### src/rtl/fifo_pkg.sv
// fifo_pkg: shared FIFO defaults, pointer width helper and full/empty decode
package fifo_pkg;
  localparam int DSIZE_DEF = 8;
  localparam int ASIZE_DEF = 4;
  function automatic int ptr_w(input int asize);
    return asize + 1;
  endfunction
  function automatic logic is_full(input logic [31:0] wptr, input logic [31:0] rptr, input int asize);
    logic [31:0] m;
    m = (32'd1 << (asize + 1)) - 32'd1;
    return ((wptr ^ rptr) & m) == (32'd1 << asize);
  endfunction
  function automatic logic is_empty(input logic [31:0] wptr, input logic [31:0] rptr, input int asize);
    logic [31:0] m;
    m = (32'd1 << (asize + 1)) - 32'd1;
    return ((wptr ^ rptr) & m) == 32'd0;
  endfunction
endpackage

### src/rtl/fifo_mem.sv
// fifo_mem: 2**ASIZE x DSIZE register array; sync write (we/waddr/wdata), async read (raddr->rdata)
module fifo_mem #(
  parameter int DSIZE = 8,
  parameter int ASIZE = 4
)(
  input  logic             clk,
  input  logic             we,
  input  logic [ASIZE-1:0] waddr,
  input  logic [DSIZE-1:0] wdata,
  input  logic [ASIZE-1:0] raddr,
  output logic [DSIZE-1:0] rdata
);
  logic [DSIZE-1:0] mem [2**ASIZE];
  always_ff @(posedge clk)
    if (we) mem[waddr] <= wdata;
  assign rdata = mem[raddr];
endmodule

### src/rtl/sync_fifo_param.sv
// sync_fifo_param: single-clock FIFO (clk/rst/clr; winc/wdata/wfull/walmost_full; rinc/rdata/rempty/ralmost_empty; count; sticky overflow/underflow)
module sync_fifo_param
  import fifo_pkg::*;
#(
  parameter int DSIZE  = DSIZE_DEF,
  parameter int ASIZE  = ASIZE_DEF,
  parameter int AFULL  = 2**ASIZE - 2,
  parameter int AEMPTY = 2,
  parameter int RDREG  = 0
)(
  input  logic             clk,
  input  logic             rst,
  input  logic             clr,
  input  logic             winc,
  input  logic [DSIZE-1:0] wdata,
  output logic             wfull,
  output logic             walmost_full,
  input  logic             rinc,
  output logic [DSIZE-1:0] rdata,
  output logic             rempty,
  output logic             ralmost_empty,
  output logic [ASIZE:0]   count,
  output logic             overflow,
  output logic             underflow
);
  localparam int PW = ptr_w(ASIZE);
  logic [PW-1:0] wptr_q, wptr_d, rptr_q, rptr_d;
  logic ovf_q, ovf_d, unf_q, unf_d, w_acc, r_acc;
  logic [DSIZE-1:0] mem_rdata;
  always_comb begin
    wfull         = is_full(32'(wptr_q), 32'(rptr_q), ASIZE);
    rempty        = is_empty(32'(wptr_q), 32'(rptr_q), ASIZE);
    count         = wptr_q - rptr_q;
    walmost_full  = int'(count) >= AFULL;
    ralmost_empty = int'(count) <= AEMPTY;
    w_acc         = winc && !wfull;
    r_acc         = rinc && !rempty;
    wptr_d        = clr ? '0 : wptr_q + PW'(w_acc);
    rptr_d        = clr ? '0 : rptr_q + PW'(r_acc);
    ovf_d         = !clr && (ovf_q || (winc && wfull));
    unf_d         = !clr && (unf_q || (rinc && rempty));
  end
  always_ff @(posedge clk or posedge rst)
    if (rst) begin
      wptr_q <= '0;
      rptr_q <= '0;
      ovf_q  <= 1'b0;
      unf_q  <= 1'b0;
    end else begin
      wptr_q <= wptr_d;
      rptr_q <= rptr_d;
      ovf_q  <= ovf_d;
      unf_q  <= unf_d;
    end
  assign overflow  = ovf_q;
  assign underflow = unf_q;
  fifo_mem #(.DSIZE(DSIZE), .ASIZE(ASIZE)) u_mem (
    .clk   (clk),
    .we    (w_acc && !clr),
    .waddr (wptr_q[ASIZE-1:0]),
    .wdata (wdata),
    .raddr (rptr_q[ASIZE-1:0]),
    .rdata (mem_rdata)
  );
  if (RDREG != 0) begin : g_reg
    logic [DSIZE-1:0] rdata_q, rdata_d;
    always_comb rdata_d = clr ? '0 : r_acc ? mem_rdata : rdata_q;
    always_ff @(posedge clk or posedge rst)
      if (rst) rdata_q <= '0;
      else rdata_q <= rdata_d;
    assign rdata = rdata_q;
  end else begin : g_sa
    assign rdata = mem_rdata;
  end
endmodule

### config.mk
export PLATFORM = sky130hd
export DESIGN_NAME = sync_fifo_param
export DESIGN_NICKNAME = d
export VERILOG_FILES = /design/src/rtl/fifo_pkg.sv /design/src/rtl/fifo_mem.sv /design/src/rtl/sync_fifo_param.sv
export SDC_FILE = /design/constraint.sdc
export NUM_CORES = 1
export LEC_CHECK = 0
export ABC_AREA = 1
export BUFFER_PORTS_ARGS = -buffer_cell sky130_fd_sc_hd__buf_2
export CAP_MARGIN = 40
export CORE_UTILIZATION = 45
export DETAILED_ROUTE_END_ITERATION = 7
export PLACE_DENSITY_LB_ADDON = 0.1
export SYNTH_ARGS = -nofsm -noshare
export SYNTH_HDL_FRONTEND = slang
export SYNTH_SLANG_ARGS = --single-unit
### constraint.sdc
create_clock -name clk -period 3.2 [get_ports clk]
set_input_delay 0.96 -clock clk [delete_from_list [all_inputs] [get_ports clk]]
set_output_delay 0.96 -clock clk [all_outputs]
set_load 0.01 [all_outputs]
Yosys cells after proc, flatten, opt, wreduce, memory -nomap -nowiden
Memories as Yosys holds them, arrays and structs flattened.
Index checks and enable logic that the tools add are counted.
{ "totals": {"memories": 1, "in_bits": 13, "regBits": 12, "ram_bits": 128} }
{ "memory_table": {"columns": ["memory", "words", "word_bits", "read_ports", "rd_ports_with_merged_regs", "write_ports", "line_no", "text"], "rows": [
  ["u_mem.mem", 16, 8, 1, 0, 1, "fifo_mem.sv:13", "logic [DSIZE-1:0] mem [2**ASIZE];"]
]} }
{ "classes": {"n_eq_ne": 1, "muxes": 4, "n_reduce_logical": 13, "bitwise": 1, "magnitude_cmp": 2, "n_addsub": 3} }
{ "op_table": {"columns": ["op", "n"], "rows": [
  ["zero test 32 bit", 1],
  ["adder 5 x 1 -> 5 bit", 2],
  ["2-to-1 mux 5 bit", 2],
  ["logical AND 1 bit", 7],
  ["== test 5 bit (second input constant)", 1],
  [">= comparator 5 x 4 -> 1 bit (second input constant)", 1],
  ["less-or-equal comparator 5 x 2 -> 1 bit (second input constant)", 1],
  ["subtractor 5 bit", 1],
  ["XOR 5 bit", 1],
  ["zero test 1 bit", 3],
  ["logical OR 1 bit", 2],
  ["2-to-1 mux 1 bit", 2]
]} }

Longest topological paths before layout
Gate-level depths: netlist of the first run.
{ "logic_depth": {"depth_word": 7, "ltp_mapped": 13} }

By module
From an unflattened synthesis of the first run, not the netlist that was laid out.
{ "hier_totals": {"cells_unflattened": 648, "area_unflattened_um2": 6413.7} }
{ "by_module_without_submodules": {"columns": ["mod", "area_per_inst_um2", "n_inst", "cells_each"], "rows": [
  ["fifo_mem", 5606.6, 1, 543],
  ["sync_fifo_param", 807.0, 1, 105]
]} }

Worst setup path before layout of the first run
No wires, ideal clock.
{ "synth_path": {"kind": "register to output", "startpoint": "reg rptr_q[2]", "endpoint": "out walmost_full", "arrival_time_ns": 1.686, "path_slack_ns": 0.554, "path_buffers": 1, "t_required_ns": 2.240, "stages_incl_launch_ff": 9, "cell_sequence": "dfrtp_1 clkinv_1 clkbuf_1 ha_1 a21oi_1 nand3_1 nand2_1 nand3_1 nand2_1"} }
{ "synth_between": {"elab_chain_cells": 2} }
{ "synth_rtl": {"columns": ["item", "line_no", "text"], "rows": [
  ["start: declaration", "sync_fifo_param.sv:27", "logic [PW-1:0] wptr_q, wptr_d, rptr_q, rptr_d;"],
  ["start signal: assignment", "sync_fifo_param.sv:51", "rptr_q <= rptr_d;"],
  ["subtractor 5 bit", "sync_fifo_param.sv:33", "count = wptr_q - rptr_q;"],
  ["via count[3]", "sync_fifo_param.sv:22", "output logic [ASIZE:0] count,"],
  [">= comparator 5 x 4 -> 1 bit", "sync_fifo_param.sv:34", "walmost_full = int'(count) >= AFULL;"],
  ["end: declaration", "sync_fifo_param.sv:17", "output logic walmost_full,"]
]} }
The timed path passes the listed nets, and every way through them passes these cells.

Final worst setup path of the first run
{ "layout_path": {"startpoint": "reg rptr_q[0]", "endpoint": "out ralmost_empty"} }
{ "layout_between": {"elab_chain_cells": 2} }
{ "layout_rtl": {"columns": ["item", "line_no", "text"], "rows": [
  ["subtractor 5 bit", "sync_fifo_param.sv:33", null],
  ["less-or-equal comparator 5 x 2 -> 1 bit", "sync_fifo_param.sv:35", "ralmost_empty = int'(count) <= AEMPTY;"],
  ["end: declaration", "sync_fifo_param.sv:21", "output logic ralmost_empty,"]
]} }
No other way between the ends.

==> summary.txt, run 1 <==
Power
  • P_leak: 3.25 nW
  • Switch share: 26.5%
  • Sw Pwr: 1.22 mW
  • Pwr/cell area: 628 nW/µm²
  • P_int: 3.40 mW
  • Clk network pwr share: 39.0%
  • Maximum vdd ir drop: 0.000344 V
  • Comb pwr share: 17.0%
  • Reg power frac: 44.0%

Synth
  • Post-synthesis sequential area ratio: 65.2%
  • Mapped cell area: 6350 µm²
  • Yosys cell types: 24
  • Synth warn: 0
  • Yosys top cell area share: 60.5%
  • Post-synthesis cell count: 643
  • Ys async rst share: 8.57%
  • Primary FF master, synth: edfxtp_1
  • Synthesized flop and latch total: 140
  • Post-synth top cells: 190 x nand2_1, 128 x edfxtp_1, 111 x inv_1, 97 x nand3_1, 38 x nor2_1
  • Most frequent cell after synthesis: nand2_1
  • EDFF count, synth: 128
  • Syn Area/Cell: 9.88 µm²
  • Synth Net Count: 665
  • Yosys top cell by area: edfxtp_1
  • Area contributors post-synth: edfxtp_1 60%, nand2_1 11%, nand3_1 7.6%

Routing
  • Via count: 4,370
  • DR pass1 iterations: 5
  • DRC errors left: 0
  • 1st-iter DRT viols: 281
  • Met2 Wirelength: 6650 µm
  • DR WL met3: 553 µm
  • Per-cell routed wire length: 16.1 µm
  • Highest metal used: met4
  • Overall routed net length: 14,300 µm
  • M1 wire length: 6660 µm
  • Post-route ant nets: 0
  • Vias per inst: 4.93

Layout
  • Multi-input gate area: 1650 µm²
  • Diode count: 0
  • Share of layout cells above drive strength 1: 12.3%
  • Register area: 4150 µm²
  • Filler cells: 1,221
  • Fin util: 53.2%
  • Area growth from synthesis to layout: 15.8%
  • Post-layout net count: 716
  • Cell area after layout: 7360 µm²

Setup path
  • R2r setup slk: 890 ps
  • Worst path cell trace: ha_1, inv_1, fa_2, a22oi_1, nand3_1, nor2_1, buf_2
  • Reg2reg path depth: 9
  • Worst EP required: 2240 ps
  • Startpoint types: register
  • FF-to-FF Start: wptr_q[2]$_DFF_PP0_
  • FF-to-FF End: rptr_q[4]$_DFF_PP0_
  • Worst setup EP type: output pin
  • Slowest CP cell: fa_2
  • Max FO, Critical Path: 4
  • Worst Setup EP: ralmost_empty
  • Critical Path AT: 2120 ps
  • Setup CP Type: reg2out
  • CP max stage delay: 460 ps
  • Launch point of the worst path: rptr_q[0]$_DFF_PP0_

Floorplanning
  • # rows: 43
  • I/O pins: 32
  • Die W: 121 µm
  • Die Area: 14,600 µm²
  • Initial Util: 46.0%
  • Die Span Y: 121 µm
  • Core footprint: 13,800 µm²

Timing
  • Crit path time final: 3080 ps
  • Period utilisation layout: 96.3%
  • Worst Tran Pin Value: 540 ps
  • Hold WS: 520 ps
  • Clock Skew: 5.99 ps
  • Max Fclk: 324 MHz
  • Slew headroom: 64.0%
  • Final hold viol count: 0
  • Setup violations, final: 0
  • Slew Viols, Final: 0

CTS
  • Clock latency on the worst-skew pair: 410 ps
  • CTS max path bufs: 2
  • Clock transition at path regs: 50 ps
  • CTS Root Cell: clkbuf_16
  • TritonCTS Buffers: 17
  • Depth of the CTS H-tree: 4
  • CTS tree: built
  • Hold_buf cts: 0
  • Clock Sinks: 140

Status
  • Status: complete, no violations

Global routing
  • Largest net degree at the start of global routing: 50
  • First-pass GRT wire length: 22,200 µm
  • Via count of the first global-routing pass: 4,111
  • Initial antenna violation count: 0
  • GR Overflow Total: 0
  • Tot GR Track Use: 21.2%

Place
  • DPL Wire Length: 8840 µm
  • Post-DP Area: 6800 µm²
  • Placer Congestion: 0.747
  • IO buf count: 31

Min path
  • HP Class: reg2reg

Flow run
  • Max-cap violations: 0
## state kept, by name, indices dropped and copies added, names as in the netlist
name and count:
overflow 1, wptr_q 5, rptr_q 5, underflow 1, u_mem.mem 128
## critical path, delay by kind of cell (launching register included)
kind                       cells  cell delay [ps]
DFF                            1              420
and+or+nand+nor                2              210
adders and majority gates      2              660
buffers and inverters          2              210
AOI/OAI and AO/OA              1              210
## stage by stage
step	setup TNS, ps	std cells	power [mW]	setup WS [ps]
2_1_floorplan	0	643	2.59	554
3_3_place_gp	0	853	2.84	586
3_5_place_dp	0	853	2.85	517
4_1_cts	0	885	4.65	61.4
5_1_grt	-0.197	887	4.81	-0.197
6_report	0	887	4.62	117
## how the worst min path moves through the flow
stage                           to           startpoint  cells past startpoint  slack [ps]
4_1_cts        underflow$_DFF_PP0_  underflow$_DFF_PP0_                      2         530
5_1_grt        underflow$_DFF_PP0_  underflow$_DFF_PP0_                      2         550
3_5_place_dp   underflow$_DFF_PP0_  underflow$_DFF_PP0_                      2         520
6_report       underflow$_DFF_PP0_  underflow$_DFF_PP0_                      2         520
3_3_place_gp    overflow$_DFF_PP0_   overflow$_DFF_PP0_                      2         500
2_1_floorplan  wptr_q[4]$_DFF_PP0_  wptr_q[4]$_DFF_PP0_                      1         490
## cell usage in the layout, fill, tap and decap left out, drive strengths merged, types with 3 or more instances in the layout
master and instances:
inv 113, o21ai 6, nor2 40, ha 8, dfrtp 12, nand4 3, clkbuf 20, nand3 97
edfxtp 128, buf 58, clkinv 10, a21oi 10, nand2 191
## power groups by stage
| stage | Combinational (mW) | Clock (mW) | Sequential (mW) |
|---|---|---|---|
| 2_1_floorplan | 0.516 | 0 | 2.07 |
| 3_3_place_gp | 0.772 | 0 | 2.07 |
| 3_5_place_dp | 0.783 | 0 | 2.07 |
| 4_1_cts | 0.786 | 1.83 | 2.03 |
| 5_1_grt | 0.881 | 1.90 | 2.03 |
| 6_report | 0.785 | 1.80 | 2.03 |
## per-layer routing
metal,vias to the layer above,GRT usage (%)
met1,2073,28.2
met3,25,4.29
met4,0,10.9
li1,2177,-
met5,-,0
met2,95,32.8
## layout make-up
class / instances / share of cell area [%]
sequential: 140 / 56.3
multi-input combinational: 363 / 22.4
clock buffer: 20 / 5.93
inverter: 114 / 5.82
timing repair buffer: 58 / 5.03
tap: 180 / 3.06
clock inverter: 12 / 1.41
## cell families after synthesis
logic type | count (synthesis) | share of synthesized area (%)
AOI/OAI and AO/OA | 19 | 1.61
xor gates and xnor gates | 4 | 0.551
adders and majority gates | 9 | 1.89
buffers and inverters | 140 | 8.88
DFF | 140 | 65.2
and+or+nand+nor | 331 | 21.9
## repair_timing
item,in CTS,in global routing
gates resized for setup,0,1
setup buffers,0,2
endpoints found under the setup margin,0,2
(Power assumes the default switching activity.)
==> inputs of run 2 (changes only) <==
--- a/config.mk
+++ b/config.mk
@@ -9,6 +9,7 @@
 export BUFFER_PORTS_ARGS = -buffer_cell sky130_fd_sc_hd__buf_2
 export CAP_MARGIN = 40
 export CORE_UTILIZATION = 45
+export CTS_BUF_LIST = sky130_fd_sc_hd__clkbuf_4
 export DETAILED_ROUTE_END_ITERATION = 7
 export PLACE_DENSITY_LB_ADDON = 0.1
 export SYNTH_ARGS = -nofsm -noshare
==> run 2 against run 1 <==
Effect of this change: final cell count up 0.23%; via count up 0.48%; sequential share of layout area up 1.8 points; combinational power up 5.4%.
==> summary.txt, run 2 (synthesis results as in run 1) <==
Min path
  • HP Class: in2async

Global routing
  • GR Overflow Total: 0 (unchanged)
  • Via count of the first global-routing pass: 4,133 (+0.54%)
  • First-pass GRT wire length: 22,000 µm (-0.68%)
  • Largest net degree at the start of global routing: 50 (unchanged)
  • Initial antenna violation count: 1 (+1)
  • Tot GR Track Use: 20.9% (-0.21 points)

Power
  • Clk network pwr share: 26.8% (-12 points)
  • Pwr/cell area: 548 nW/µm² (-13%)
  • P_leak: 3.14 nW (-3.1%)
  • Maximum vdd ir drop: 0.000288 V (-16%)
  • Reg power frac: 52.0% (+8.0 points)
  • P_int: 2.77 mW (-19%)
  • Comb pwr share: 21.2% (+4.2 points)
  • Switch share: 29.2% (+2.7 points)
  • Sw Pwr: 1.14 mW (-6.8%)

Timing
  • Final Worst Setup Slack: 54.3 ps (-62.8 ps)
  • Setup violations, final: 0 (unchanged)
  • Max Fclk: 318 MHz (-2.0%)
  • Slew Viols, Final: 0 (unchanged)
  • Crit path time final: 3150 ps (+62.8 ps)
  • Total negative slack: 0 ps (unchanged)
  • Slew headroom: 66.1% (+2.1 points)
  • Period utilisation layout: 98.3% (+2.0 points)
  • Worst Tran Pin Value: 508 ps (-31.6 ps)
  • RSZ-0062 raised after global routing: yes
  • Final hold viol count: 0 (unchanged)
  • Clock Skew: 13.6 ps (+7.63 ps)
  • Hold WS: 428 ps (-92.2 ps)

Layout
  • Most frequent cells in the layout: 188 x nand2_1, 128 x edfxtp_1, 108 x inv_1
  • Fin cells: 889 (+0.23%)
  • Share of layout cells above drive strength 1: 14.1% (+1.8 points)
  • Fin util: 51.6% (-1.6 points)
  • Commonest non-fill, non-tap cell in the layout: nand2_1
  • Register area: 4150 µm² (unchanged)
  • Max FFs per register: 128 (unchanged)
  • Biggest regs: u_mem.mem x128, rptr_q x5, wptr_q x5
  • Filler cells: 1,255 (+2.8%)
  • Top reg by flops: u_mem.mem
  • Multi-input gate area: 1680 µm² (+1.8%)
  • Area growth from synthesis to layout: 12.3%
  • Post-layout net count: 717 (+0.14%)

Setup path
  • FF-to-FF End: rptr_q[4]$_DFF_PP0_
  • Reg2reg path depth: 9 (unchanged)
  • Max FO, Critical Path: 4 (unchanged)
  • FF-to-FF Start: wptr_q[3]$_DFF_PP0_
  • Worst setup EP type: output pin
  • R2r setup slk: 870 ps (-20 ps)
  • Critical Path AT: 2190 ps (+70 ps)
  • Setup CP Type: reg2out
  • Startpoint types: register
  • Worst EP required: 2240 ps (about the same)

CTS
  • Hold_buf cts: 0 (unchanged)
  • TritonCTS Buffers: 17 (unchanged)
  • Clock transition at path regs: 110 ps (+60 ps)
  • Depth of the CTS H-tree: 4 (unchanged)
  • Clock Sinks: 140 (unchanged)
  • Clock latency on the worst-skew pair: 530 ps (+120 ps)
  • CTS tree: built
  • CTS Root Cell: clkbuf_4
  • CTS max path bufs: 2 (unchanged)

Routing
  • Overall routed net length: 14,400 µm (+0.88%)
  • 1st-iter DRT viols: 269 (-4.3%)
  • Via count: 4,391 (+0.48%)
  • DR pass1 iterations: 4 (-1)
  • Per-cell routed wire length: 16.2 µm (+0.66%)
  • Post-route ant nets: 0 (unchanged)
  • DRC errors left: 0 (unchanged)
  • Vias per inst: 4.94 (+0.25%)

Floorplanning
  • Die Area: 14,600 µm² (unchanged)
  • Die W: 121 µm (unchanged)
  • Initial Util: 46.0% (unchanged)
  • Core footprint: 13,800 µm² (unchanged)
  • I/O pins: 32 (unchanged)
  • Die Span Y: 121 µm (unchanged)
  • # rows: 43 (unchanged)

Place
  • Pre-CTS worst setup slack: 517 ps (unchanged)
  • IO buf count: 31 (unchanged)
  • DPL Wire Length: 8840 µm (unchanged)
  • Placer Congestion: 0.747 (unchanged)
  • Cell Count Post-Placement: 853 (unchanged)

Status
  • Status: complete, no violations

Flow run
  • Max-cap violations: 0 (unchanged)
==> run 2: worst max-delay path by stage <==
stage | startpoint | to | cells after the start
6_report | rptr_q[0]$_DFF_PP0_ | ralmost_empty | 7
4_1_cts | rptr_q[0]$_DFF_PP0_ | rdata[0] | 8
3_3_place_gp | rptr_q[0]$_DFF_PP0_ | rdata[0] | 8
5_1_grt | wptr_q[0]$_DFF_PP0_ | ralmost_empty | 10
2_1_floorplan | rptr_q[2]$_DFF_PP0_ | walmost_full | 8
3_5_place_dp | wptr_q[0]$_DFF_PP0_ | ralmost_empty | 10
==> run 2: area by class of cell <==
type / instances / share of cell area [%]
Multi-Input combinational cell: 363 / 23.5
Clock inverter: 12 / 1.46
Tap cell: 180 / 3.16
Sequential cell: 140 / 58.1
Antenna cell: 1 / 0.0351
Inverter: 114 / 6.03
Timing Repair Buffer: 59 / 5.59
Clock buffer: 20 / 2.10
==> run 2: power by group through the flow <==
stage                     Sequential [mW]  Clock [mW]  Combinational, mW
after floorplan                      2.07           0              0.516
after global placement               2.07           0              0.772
after detailed placement             2.07           0              0.783
after CTS                            2.03        1.08              0.788
after global routing                 2.04        1.14              0.926
final                                2.03        1.05              0.827
==> run 2: timing repair <==
item | 4_1_cts | 5_1_grt
gates resized for setup | 0 | 14
cloned | 0 | 1
pin swaps | 1 | 5
setup buffers | 1 | 1
endpoints found under the setup margin | 8 | 11
==> run 2: critical path, stage by stage (launching register included) <==
cell and delay [ps]:
dfrtp_2 480, ha_4 180, inv_2 60, fa_2 440, a22oi_2 170, nand3_1 100
nor2_1 90, buf_2 130
==> run 2: stage by stage <==
stage	total power, mW	instance area, µm²
finish	3.91	7140
global route	4.10	7140
CTS	3.89	7060
detailed placement	2.85	6800
global placement	2.84	6800
floorplan	2.59	6350
==> run 2: routing by layer <==
metal  wire [µm]  global-route usage (%)
met2        6740                    32.6
met5           0                       0
met3         627                    4.29
met4         347                    10.2
met1        6680                    27.9
==> inputs of run 3 (changes only) <==
--- a/config.mk
+++ b/config.mk
@@ -6,12 +6,13 @@
 export NUM_CORES = 1
 export LEC_CHECK = 0
 export ABC_AREA = 1
-export BUFFER_PORTS_ARGS = -buffer_cell sky130_fd_sc_hd__buf_2
 export CAP_MARGIN = 40
 export CORE_UTILIZATION = 45
 export CTS_BUF_LIST = sky130_fd_sc_hd__clkbuf_4
 export DETAILED_ROUTE_END_ITERATION = 7
+export DONT_BUFFER_PORTS = 1
 export PLACE_DENSITY_LB_ADDON = 0.1
+export SKIP_LAST_GASP = 1
 export SYNTH_ARGS = -nofsm -noshare
 export SYNTH_HDL_FRONTEND = slang
 export SYNTH_SLANG_ARGS = --single-unit
==> run 3 against run 2 <==
Effect of this change: final cell count decreased by 3.9%; sequential power about the same; combinational power down 10%; largest power group unchanged.
==> summary.txt, run 3 (synthesis results as in run 1) <==
CTS
  • CTS tree: built
  • CTS Root Cell: clkbuf_4
  • CTS max path bufs: 2 (unchanged)
  • Clock latency on the worst-skew pair: 550 ps (+20 ps)
  • TritonCTS Buffers: 17 (unchanged)
  • Hold_buf cts: 0 (unchanged)
  • Clock Sinks: 140 (unchanged)
  • Depth of the CTS H-tree: 4 (unchanged)
  • Clock transition at path regs: 120 ps (about the same)

Floorplanning
  • Die W: 121 µm (unchanged)
  • Die Area: 14,600 µm² (unchanged)
  • Initial Util: 46.0% (unchanged)
  • Core footprint: 13,800 µm² (unchanged)
  • Die Span Y: 121 µm (unchanged)
  • I/O pins: 32 (unchanged)
  • # rows: 43 (unchanged)

Layout
  • Most frequent cells in the layout: 190 x nand2_1, 128 x edfxtp_1, 109 x inv_1
  • Biggest regs: u_mem.mem x128, rptr_q x5, wptr_q x5
  • Share of layout cells above drive strength 1: 10.1% (-4.0 points)
  • Diode count: 0 (-1)
  • Top reg by flops: u_mem.mem
  • Commonest non-fill, non-tap cell in the layout: nand2_1
  • Fin cells: 854 (-3.9%)
  • Filler cells: 1,295 (+3.2%)
  • Post-layout net count: 683 (-4.7%)
  • Fin util: 50.8% (-0.79 points)
  • Area growth from synthesis to layout: 10.6%
  • Max FFs per register: 128 (unchanged)

Setup path
  • Setup CP Type: reg2out
  • Startpoint types: register
  • FF-to-FF Start: wptr_q[1]$_DFF_PP0_
  • Worst setup EP type: output pin
  • Worst EP required: 2240 ps (about the same)
  • Max FO, Critical Path: 3 (-1)
  • Launch point of the worst path: rptr_q[0]$_DFF_PP0_
  • Critical Path AT: 2170 ps (-20 ps)

Timing
  • Hold WS: 299 ps (-129 ps)
  • Slew Viols, Final: 0 (unchanged)
  • Final hold viol count: 0 (unchanged)
  • RSZ-0062 raised after global routing: yes
  • Worst Tran Pin Value: 825 ps (+317 ps)
  • Slew headroom: 44.8% (-21 points)
  • Period utilisation layout: 97.8% (-0.55 points)
  • Total negative slack: 0 ps (unchanged)
  • Crit path time final: 3130 ps (-17.6 ps)
  • Clock Skew: 14.9 ps (+1.24 ps)
  • Setup violations, final: 0 (unchanged)
  • Max Fclk: 320 MHz (+0.56%)

Routing
  • Overall routed net length: 13,800 µm (-3.9%)
  • Via count: 4,223 (-3.8%)
  • DR pass1 iterations: 5 (+1)
  • Per-cell routed wire length: 16.2 µm (about the same)
  • 1st-iter DRT viols: 367 (+36%)
  • DRC errors left: 0 (unchanged)
  • Post-route ant nets: 0 (unchanged)
  • Vias per inst: 4.94 (+0.12%)

Flow run
  • Max-cap violations: 0 (unchanged)

Global routing
  • Via count of the first global-routing pass: 3,952 (-4.4%)
  • Largest net degree at the start of global routing: 35 (-30%)
  • First-pass GRT wire length: 21,700 µm (-1.5%)
  • Tot GR Track Use: 20.6% (-0.32 points)
  • GR Overflow Total: 0 (unchanged)
  • Initial antenna violation count: 0 (-1)

Min path
  • HP Class: in2async

Place
  • Placer Congestion: 0.816 (+9.3%)
  • IO buf count: 0 (-100%)
  • DPL Wire Length: 8820 µm (-0.14%)
  • Cell Count Post-Placement: 818 (-4.1%)

Power
  • Pwr/cell area: 586 nW/µm² (+7.0%)
  • P_leak: 3.02 nW (-4.1%)
  • Maximum vdd ir drop: 0.000309 V (+7.1%)
  • Total power: 4.12 mW (+5.3%)

Status
  • Status: complete, no violations
run 3: changes by cell type in the layout (fill, tap and decap cells not counted), sizes merged:
cell and change:
buf -33, clkbuf -4, bufinv +3, clkinv -3
clkinvlp +3, diode -1
run 3: path summary, 6_finish.rpt:
| kind | to | slack, ps | cells past startpoint |
|---|---|---|---|
| max | ralmost_empty | 70 | 6 |
| min | rptr_q[4]$_DFF_PP0_ | 300 | 1 |
| max reg2reg | u_mem.mem[11][4]$_DFFE_PP_ | 830 | 6 |
| min reg2reg | wptr_q[4]$_DFF_PP0_ | 550 | 1 |
| max in group asynchronous | rptr_q[0]$_DFF_PP0_ | 2540 | 1 |
| min in group clk | rptr_q[0]$_DFF_PP0_ | 450 | 1 |
run 3: cell type report:
cell class,instances,area [µm²],area share [%]
flip-flops and latches,140,4150,59.0
multi-input cells,363,1670,23.8
inverters,114,432,6.14
well taps,180,225,3.21
clock inverters,15,220,3.13
repair buffers,25,208,2.96
clock buffers,17,128,1.82
run 3: per-stage QoR:
stage                     worst slack, ps  instance area [µm²]
after floorplan                       554                 6350
after global placement                527                 6560
after detailed placement              497                 6620
after CTS                            7.30                 6980
after global routing                -53.2                 7030
final                                72.0                 7030
run 3: where the power goes:
group / internal [mW] / switching [mW]
combinational: 0.244 / 0.497
clock: 0.696 / 0.647
sequential: 2.02 / 0.0151
total: 2.96 / 1.16
run 3: what timing repair did:
| item | 4_1_cts | 5_1_grt |
|---|---|---|
| endpoints found under the hold margin | 0 | 0 |
| setup endpoints to repair | 2 | 6 |
| pin swaps | 2 | 5 |
| gates resized for setup | 3 | 8 |
| gates cloned | 0 | 0 |
| buffers inserted | 2 | 0 |
run 3: layer usage:
metal  wire (µm)  global-route usage [%]  vias to the layer above
li1            -                       -                     2113
met1        6250                    27.6                     1985
met2        6650                    32.0                      101
met3         596                    4.20                       24
met4         337                    10.1                        0
met5           0                       0                        -
run 3: critical path, cell delays in order, from the launching register on:
cell and delay, ps:
dfrtp_2 460, ha_4 170, inv_4 50, fa_2 480, a22oi_2 190, nand3_1 100, nor2_2 160
